$ cat src/rtl/ex_seq.sv
// Execute-stage sequencer: latches one decoded op, pulses the ALU start, waits for done,
// then holds the packaged result for writeback. Define EXSEQ_WATCHDOG_EN to bound the wait.
module ex_seq #(
  parameter int WIDTH    = 32,
  parameter int WSHAM    = $clog2(WIDTH),
  parameter int WD_LIMIT = 40
) (
  input  logic             clk,
  input  logic             rst,
  input  logic             in_valid,
  output logic             in_ready,
  input  logic [WIDTH-1:0] in_src_a,
  input  logic [WIDTH-1:0] in_src_b,
  input  logic [2:0]       in_f3,
  input  logic             in_arith,
  input  logic             in_shadd,
  input  logic             in_branch,
  input  logic [4:0]       in_rd,
  output logic             alu_start,
  output logic [WIDTH-1:0] alu_src_a,
  output logic [WIDTH-1:0] alu_src_b,
  output logic [2:0]       alu_f3,
  output logic             alu_arith,
  output logic             alu_shadd,
  output logic             alu_branch,
  input  logic [WIDTH-1:0] alu_out,
  input  logic             alu_done,
  output logic             out_valid,
  input  logic             out_ready,
  output logic [WIDTH-1:0] out_data,
  output logic [4:0]       out_rd,
  output logic             out_we,
  output logic             out_taken,
  output logic             wd_err
);

  // state   | meaning
  // S_IDLE  | no op held, ready for a new one
  // S_ISSUE | operands on the ALU inputs, start pulsed
  // S_WAIT  | waiting for alu_done (shifts take several cycles)
  // S_RESP  | result held for writeback until out_ready
  typedef enum logic [1:0] {S_IDLE, S_ISSUE, S_WAIT, S_RESP} state_t;

  if (WSHAM < 1 || WD_LIMIT < 1) begin : g_param_chk
    $error("ex_seq: WSHAM and WD_LIMIT must be at least 1");
  end

  state_t           state_q, state_d;
  logic [WIDTH-1:0] src_a_q, src_a_d;
  logic [WIDTH-1:0] src_b_q, src_b_d;
  logic [2:0]       f3_q, f3_d;
  logic             arith_q, arith_d;
  logic             shadd_q, shadd_d;
  logic             branch_q, branch_d;
  logic [4:0]       rd_q, rd_d;
  logic [WIDTH-1:0] data_q, data_d;
  logic             we_q, we_d;
  logic             taken_q, taken_d;
  logic             wd_fire;

  always_ff @(posedge clk) begin
    if (rst) begin
      state_q  <= S_IDLE;
      src_a_q  <= '0;
      src_b_q  <= '0;
      f3_q     <= '0;
      arith_q  <= 1'b0;
      shadd_q  <= 1'b0;
      branch_q <= 1'b0;
      rd_q     <= '0;
      data_q   <= '0;
      we_q     <= 1'b0;
      taken_q  <= 1'b0;
    end else begin
      state_q  <= state_d;
      src_a_q  <= src_a_d;
      src_b_q  <= src_b_d;
      f3_q     <= f3_d;
      arith_q  <= arith_d;
      shadd_q  <= shadd_d;
      branch_q <= branch_d;
      rd_q     <= rd_d;
      data_q   <= data_d;
      we_q     <= we_d;
      taken_q  <= taken_d;
    end
  end

  always_comb begin
    state_d   = state_q;
    src_a_d   = src_a_q;
    src_b_d   = src_b_q;
    f3_d      = f3_q;
    arith_d   = arith_q;
    shadd_d   = shadd_q;
    branch_d  = branch_q;
    rd_d      = rd_q;
    data_d    = data_q;
    we_d      = we_q;
    taken_d   = taken_q;
    in_ready  = 1'b0;
    out_valid = 1'b0;
    case (state_q)
      S_IDLE: begin
        in_ready = 1'b1;
        if (in_valid) state_d = S_ISSUE;
      end
      S_ISSUE: state_d = S_WAIT;
      S_WAIT: begin
        if (alu_done) begin
          data_d  = alu_out;
          taken_d = branch_q & alu_out[0];
          we_d    = !branch_q && (rd_q != 5'd0);
          state_d = S_RESP;
        end else if (wd_fire) begin
          // watchdog expiry: deliver a harmless, non-writing result
          data_d  = '0;
          taken_d = 1'b0;
          we_d    = 1'b0;
          state_d = S_RESP;
        end
      end
      S_RESP: begin
        out_valid = 1'b1;
        if (out_ready) begin
          in_ready = 1'b1;
          state_d  = in_valid ? S_ISSUE : S_IDLE;
        end
      end
      default: state_d = S_IDLE;
    endcase
    if (in_valid && in_ready) begin
      src_a_d  = in_src_a;
      src_b_d  = in_src_b;
      f3_d     = in_f3;
      arith_d  = in_arith;
      shadd_d  = in_shadd;
      branch_d = in_branch;
      rd_d     = in_rd;
    end
  end

`ifdef EXSEQ_WATCHDOG_EN
  localparam int WD_W = $clog2(WD_LIMIT + 1);

  logic [WD_W-1:0] wd_cnt_q, wd_cnt_d;
  logic            wd_err_q, wd_err_d;

  always_comb begin
    wd_cnt_d = wd_cnt_q;
    wd_err_d = wd_err_q;
    wd_fire  = 1'b0;
    if (state_q == S_ISSUE) begin
      wd_cnt_d = '0;
    end else if (state_q == S_WAIT && !alu_done) begin
      if (wd_cnt_q == WD_W'(WD_LIMIT - 1)) begin
        wd_fire  = 1'b1;
        wd_err_d = 1'b1;
      end else begin
        wd_cnt_d = wd_cnt_q + 1'b1;
      end
    end
  end

  always_ff @(posedge clk) begin
    if (rst) begin
      wd_cnt_q <= '0;
      wd_err_q <= 1'b0;
    end else begin
      wd_cnt_q <= wd_cnt_d;
      wd_err_q <= wd_err_d;
    end
  end

  assign wd_err = wd_err_q;
`else
  assign wd_fire = 1'b0;
  assign wd_err  = 1'b0;
`endif

  assign alu_start  = (state_q == S_ISSUE);
  assign alu_src_a  = src_a_q;
  assign alu_src_b  = src_b_q;
  assign alu_f3     = f3_q;
  assign alu_arith  = arith_q;
  assign alu_shadd  = shadd_q;
  assign alu_branch = branch_q;
  assign out_data   = data_q;
  assign out_rd     = rd_q;
  assign out_we     = we_q;
  assign out_taken  = taken_q;

endmodule
$ cat config.mk
export PLATFORM = sky130hd
export DESIGN_NAME = ex_seq
export DESIGN_NICKNAME = d
export VERILOG_FILES = /design/src/rtl/ex_seq.sv
export SDC_FILE = /design/constraint.sdc
export NUM_CORES = 1
export LEC_CHECK = 0
export BUFFER_PORTS_ARGS = -buffer_cell sky130_fd_sc_hd__buf_4
export CORE_ASPECT_RATIO = 0.6
export CORE_MARGIN = 2
export CORE_UTILIZATION = 40
export DETAILED_ROUTE_END_ITERATION = 8
export PLACE_DENSITY = 0.82
export SLEW_MARGIN = 20
export SYNTH_ARGS = -nofsm -noshare
export SYNTH_HDL_FRONTEND = slang
export SYNTH_SLANG_ARGS = --single-unit
export TNS_END_PERCENT = 1
$ cat constraint.sdc
create_clock -name clk -period 2 [get_ports clk]
set_input_delay 0.5 -clock clk [delete_from_list [all_inputs] [get_ports clk]]
set_output_delay 0.5 -clock clk [all_outputs]
set_load 0.02 [all_outputs]
==> key figures, run 1 <==
Status
  – Outcome: completed

Clock tree
  – TritonCTS clock tree: built
  – CTS root buffer: clkbuf_16
  – CTS HTree Levels: 3
  – Cts bufs inserted: 9
  – Skew-Pair Late Insertion Delay: 0.34 ns
  – CTS Sinks: ~110
  – Clk pin slew, worst setup/hold paths: 0.08 ns
  – Clock tree buffer depth: 2
  – Hold buffer count at CTS: 0

STA
  – Slew margin rel.: 63.0%
  – Final number of setup-violating endpoints: 0
  – Period utilization: 95.4%
  – Slew Limit Fails: 0
  – Fmax achieved: 0.524 GHz
  – Final hold violation count: 0
  – Setup TNS: 0 ns
  – RSZ-0062 raised after global routing: yes
  – Final Critical Period: around 1.9 ns
  – Skew final: 0.00970 ns
  – Final WS setup: 0.0913 ns
  – Worst-Margin Slew: approximately 0.55 ns

Die
  – IO Pins: 225
  – Die Y-Extent: between 80 and 90 µm
  – Die area: 0.0128 mm²
  – Die width: 145 µm
  – Initial Util: 41.5%
  – FP Rows: 30
  – Core area: around 0.011 mm²

Routing
  – DR iter-0 viols: 150
  – Antenna Violating Nets Remaining: 0
  – Via count: 4046
  – Pre-Repair DR Iteration Count: 4
  – Drt via density: between 4 and 5
  – WL/cell: 14.0 µm
  – DRC: 0
  – Drt total wl: 12200 µm

Synthesis
  – Most used flip-flop cell after synthesis: dfxtp_1
  – Top-area cell type share of the netlist area: 46.8%
  – Mapped Nets: between 600 and 700
  – Cell taking the most area after synthesis: dfxtp_1
  – Post-synthesis sequential area ratio: 46.8%
  – Asr flop ratio synth: 0%
  – Number of flops mapped to enable cells by yosys: 0
  – Post-Syn Instances: 503
  – #FFs+latches synth: 111
  – Mapped cell area: 0.00475 mm²
  – Yosys warns: 0
  – Syn Area/Cell: around 9.4 µm²
  – Yosys cell types: 24
  – Ranking of synthesized cells by area: dfxtp_1, nand2b_1, mux2i_1

Worst setup path
  – Req. time, crit path: 2.26 ns
  – Crit path max fanout: between 40 and 50
  – Worst setup EP type: flop
  – Critical path arrival: 2.17 ns
  – CP Launch Type: flop
  – Kind of critical path: reg -> reg

Power and ir drop
  – Power Total: 8.39 mW
  – Pwr Density: about 1200 mW/mm²
  – Leak: around 3 nW
  – Peak VDD IR: about 570 µV

Finish
  – Share of layout cells above drive strength 1: a little over a third
  – Diodes inserted: 0
  – Most frequent cells in the layout: buf_4, nand2b_1, dfxtp_1, mux2i_1, nand2_1
  – Most common cell after layout, fill and taps aside: buf_4
  – Area grow syn2layout: 45.1%
  – Non-Filler Instances: about 900
  – Final nets: roughly 830
  – Final core occ: 60.2%

Place
  – DP Worst Slack: 0.0240 ns
  – Port bufs: between 200 and 250
  – Cells after DPL: approximately 860
  – Placer's final routability congestion estimate: 0.758
  – Post-DP HPWL: 9100 µm

Global route
  – First-pass GRT wire length: 18600 µm
  – Vias in the first global route: roughly 3800
  – Largest net degree at the start of global routing: 69
  – Total GRT Usage: around 18%
  – Grt total ovfl: 0
  – Initial antenna violation count: 0

Job
  – Max-Cap Viols: 0

Min path
  – Hold crit path type: in -> reg
-- path summary, 6_finish.rpt --
| check | startpoint | end | slack [ns] | cells past startpoint |
|---|---|---|---|---|
| max | state_q[0] | alu_src_a[26] | 0.09 | 7 |
| min | alu_out[22] | out_data[22] | 0.39 | 3 |
| max reg2reg | state_q[0] | alu_src_a[26] | 0.09 | 7 |
| min reg2reg | out_data[1] | out_data[1] | 0.46 | 2 |
-- flip-flops by register name, indices dropped and copies added, names as in the netlist --
| signal | flops |
|---|---|
| out_we | 1 |
| out_data | 32 |
| alu_branch | 1 |
| alu_shadd | 1 |
| state_q | 2 |
| out_rd | 5 |
| alu_f3 | 3 |
| out_taken | 1 |
| alu_src_a | 32 |
| alu_src_b | 32 |
| alu_arith | 1 |
-- power by group --
| part | total, mW | switching (mW) | internal (mW) |
|---|---|---|---|
| Clock | 1.87 | 0.869 | 1.00 |
| Sequential | 3.05 | 0.324 | 2.73 |
| Combinational | 3.46 | 1.85 | 1.61 |
-- per-layer routing --
| layer | part of all wire (%) | GRT usage (%) |
|---|---|---|
| met1 | 45 | 23.9 |
| met2 | 48 | 30.4 |
| met3 | 6.6 | 5.30 |
| met4 | 0.93 | 4.06 |
| met5 | 0 | 0 |
-- kinds of logic after synthesis --
logic type	count (synthesis)	synth area share, %
other	1	0.0790
multiplexers	75	15.8
AO/OA/AOI/OAI	41	4.67
adder cells (fa/ha/maj)	6	1.58
AND/OR/NAND/NOR	231	26.9
flip-flops	111	46.8
buffers and inverters	38	4.19
-- worst max-delay path, cell delays in order, from the launching register on --
cell     delay [ns]
dfxtp_2        0.35
inv_1          0.19
ha_4           0.18
a21oi_2        0.04
buf_4          0.14
nor3b_4        0.28
buf_12         0.37
mux2i_1        0.26
-- cells in the mapped netlist, drive strengths merged, types with 2 or more instances --
cell type	n
a21oi	36
buf	16
clkbuf	20
dfxtp	111
ha	6
inv	2
mux2i	75
nand2	67
nand2b	153
nor2	2
nor2b	3
nor3	2
-- cell type report --
| class | instances | area, µm² |
|---|---|---|
| Clock inverter | 7 | 88.8 |
| Fill cell | 965 | 4560 |
| Timing Repair Buffer | 232 | 1790 |
| Multi-Input combinational cell | 354 | 2350 |
| Clock buffer | 9 | 225 |
| Inverter | 2 | 7.51 |
| Tap cell | 160 | 200 |
| Sequential cell | 111 | 2220 |
-- stage by stage --
| stage | hold slack [ns] | area [µm²] |
|---|---|---|
| final | 0.393 | 6890 |
| after global placement | 0.440 | 6550 |
| after CTS | 0.383 | 6870 |
| after floorplan | 0.509 | 4750 |
| after global routing | 0.379 | 6890 |
| after detailed placement | 0.448 | 6550 |
-- what timing repair did --
item | 4_1_cts | 5_1_grt
resized for setup | 3 | 1
setup endpoints to repair | 2 | 1
setup buffers | 0 | 1
cloned | 0 | 0
Note: power is estimated with default switching activity, not from simulation.
==> inputs of run 2 (changes only) <==
--- a/config.mk
+++ b/config.mk
@@ -10,7 +10,9 @@
 export CORE_MARGIN = 2
 export CORE_UTILIZATION = 40
 export DETAILED_ROUTE_END_ITERATION = 8
+export GPL_TIMING_DRIVEN = 1
 export PLACE_DENSITY = 0.82
+export REMOVE_ABC_BUFFERS = 1
 export SLEW_MARGIN = 20
 export SYNTH_ARGS = -nofsm -noshare
 export SYNTH_HDL_FRONTEND = slang
==> run 2 against run 1 <==
Compared with the run above:
- maximum frequency rose by 1.5%
- core utilization rose by 0.20 points
- first-iteration DRC count rose by 13%
- critical path depth fell by 2
- clock power fell by 7%
- combinational power rose by 4%
- flip-flop and latch count did not move
- sequential share of layout area fell by 0.14 points
- die area did not move
- routed wire length rose by 1.2%
- largest cell class unchanged
==> key figures, run 2 (synthesis results as in run 1) <==
Finish
  – Register area: 0.00222 mm² (about the same)
  – Area grow syn2layout: 45.5% (was 45.1%)
  – Multi-input gate area in the final layout: 0.00235 mm² (unchanged)
  – Non-Filler Instances: 883 (was 875)
  – Final nets: 836 (was 828)
  – Most common cell after layout, fill and taps aside: buf_4 (unchanged)
  – Diodes inserted: 0 (unchanged)
  – Share of layout cells above drive strength 1: 36.0% (was 35.4%)
  – Final core occ: 60.3% (was 60.2%)
  – Most frequent cells in the layout: buf_4, nand2b_1, dfxtp_1, mux2i_1, nand2_1 (unchanged)
  – Final instance area: 0.00691 mm² (was 0.00689 mm²)
  – Fillers: 956 (was 965)

Die
  – Core area: 0.0114 mm² (unchanged)
  – IO Pins: 225 (unchanged)
  – FP Rows: 30 (unchanged)
  – Die area: 0.0128 mm² (unchanged)
  – Die width: 145 µm (unchanged)
  – Die Y-Extent: 88.4 µm (unchanged)
  – Initial Util: 41.5% (unchanged)

Worst setup path
  – CP Launch Type: flop (unchanged)
  – Max incr delay on CP: 0.41 ns (was 0.37 ns)
  – Worst setup EP type: output pin (was flop)
  – Req. time, crit path: 1.50 ns (was 2.26 ns)
  – Crit path max fanout: 5 (was 48)
  – Slowest CP cell: dfxtp_1 (was buf_12)
  – Kind of critical path: reg -> out (was reg -> reg)
  – Worst Reg-to-Reg Cells: 8 (was 7)
  – Critical path arrival: 1.38 ns (was 2.17 ns)
  – CP cell instances: inv_2 > ha_4 > a21oi_2 > nor2_1 > buf_4 (was inv_1 > ha_4 > a21oi_2 > buf_4 > nor3b_4 > buf_12 > mux2i_1)

Power and ir drop
  – Pwr Density: 1210 mW/mm² (was 1220 mW/mm²)
  – Peak VDD IR: 625 µV (was 569 µV)
  – Leak: 3.00 nW (was 2.98 nW)

Clock tree
  – Clk pin slew, worst setup/hold paths: 0.07 ns (was 0.08 ns)
  – Hold buffer count at CTS: 0 (unchanged)
  – CTS root buffer: clkbuf_16 (unchanged)
  – Cts bufs inserted: 9 (unchanged)
  – TritonCTS clock tree: built (unchanged)
  – CTS Sinks: 111 (unchanged)
  – Clock tree buffer depth: 2 (unchanged)
  – Skew-Pair Late Insertion Delay: 0.34 ns (about the same)
  – CTS HTree Levels: 3 (unchanged)

Status
  – Outcome: completed (unchanged)

Global route
  – First-pass GRT wire length: 19100 µm (was 18600 µm)
  – Total GRT Usage: 19.1% (was 18.3%)
  – Initial antenna violation count: 0 (unchanged)
  – Largest net degree at the start of global routing: 162 (was 69)
  – Vias in the first global route: 4016 (was 3755)
  – Grt total ovfl: 0 (unchanged)

Routing
  – Drt total wl: 12400 µm (was 12200 µm)
  – Antenna Violating Nets Remaining: 0 (unchanged)
  – WL/cell: 14.0 µm (about the same)
  – DRC: 0 (unchanged)
  – Via count: 4054 (was 4046)
  – DR iter-0 viols: 169 (was 150)
  – Pre-Repair DR Iteration Count: 4 (unchanged)
  – Drt via density: 4.59 (was 4.62)

Place
  – Post-DP HPWL: 9190 µm (was 9100 µm)
  – Placed Area: 0.00659 mm² (was 0.00655 mm²)
  – Cells after DPL: 866 (was 858)
  – DP Worst Slack: 0.130 ns (was 0.0240 ns)
  – Port bufs: 223 (unchanged)
  – Placer's final routability congestion estimate: 0.749 (was 0.758)

Job
  – Max-Cap Viols: 0 (unchanged)

STA
  – Period utilization: 94.0% (was 95.4%)
  – Skew final: 0.00870 ns (was 0.00970 ns)
  – Final Critical Period: 1.88 ns (was 1.91 ns)
  – Final number of setup-violating endpoints: 0 (unchanged)
  – Final hold violation count: 0 (unchanged)
  – Fmax achieved: 0.532 GHz (was 0.524 GHz)
  – Final WS setup: 0.120 ns (was 0.0913 ns)
  – Slew Limit Fails: 0 (unchanged)
  – Setup TNS: 0 ns (unchanged)
  – RSZ-0062 raised after global routing: no (was yes)

Min path
  – Hold path cells: 3 (unchanged)
  – Hold crit path type: in -> reg (unchanged)
==> run 2: area by class of cell <==
class                   instances  share of cell area (%)
inverters                       2                   0.109
flip-flops and latches        111                    32.2
clock inverters                 5                   0.561
clock buffers                  11                    3.66
repair buffers                240                    26.6
well taps                     160                    2.90
multi-input cells             354                    34.0
==> run 2: critical path, delay by kind of cell, from the launching register on <==
| family | cells | cell delay [ns] |
|---|---|---|
| flip-flops | 1 | 0.41 |
| AND/OR/NAND/NOR | 1 | 0.06 |
| adder cells (fa/ha/maj) | 1 | 0.18 |
| buffers and inverters | 2 | 0.26 |
| AO/OA/AOI/OAI | 1 | 0.13 |
==> run 2: power breakdown <==
part / switching [mW] / total, mW / internal (mW)
Clock: 0.818 / 1.74 / 0.926
Combinational: 1.88 / 3.60 / 1.72
Sequential: 0.307 / 3.03 / 2.73
==> run 2: metal layers <==
metal | global-route usage [%] | share of wire [%] | vias up
met3 | 8.93 | 10 | 11
met1 | 22.0 | 42 | 1848
met5 | 0 | 0 | -
met4 | 4.68 | 0.94 | 0
li1 | - | - | 2047
met2 | 32.6 | 46 | 148
==> run 2: final timing paths <==
check	start	slack (ns)	endpoint
setup reg to reg	state_q[1]	0.20	alu_src_b[16]
hold reg to reg	out_data[29]	0.46	out_data[29]
setup / recovery	state_q[0]	0.12	in_ready
hold / removal	alu_out[2]	0.40	out_data[2]
==> run 2: through the flow <==
stage               power [mW]  hold slack (ns)
floorplan                 4.38            0.503
global placement          6.53            0.442
detailed placement        6.63            0.448
CTS                       8.47            0.394
global route              8.85            0.384
finish                    8.38            0.402
==> run 2: repair_timing <==
item	CTS	global route
gates resized for setup	2	1
buffers inserted	1	0
pin swaps	0	0
endpoints found under the setup margin	1	1
cloned	0	0
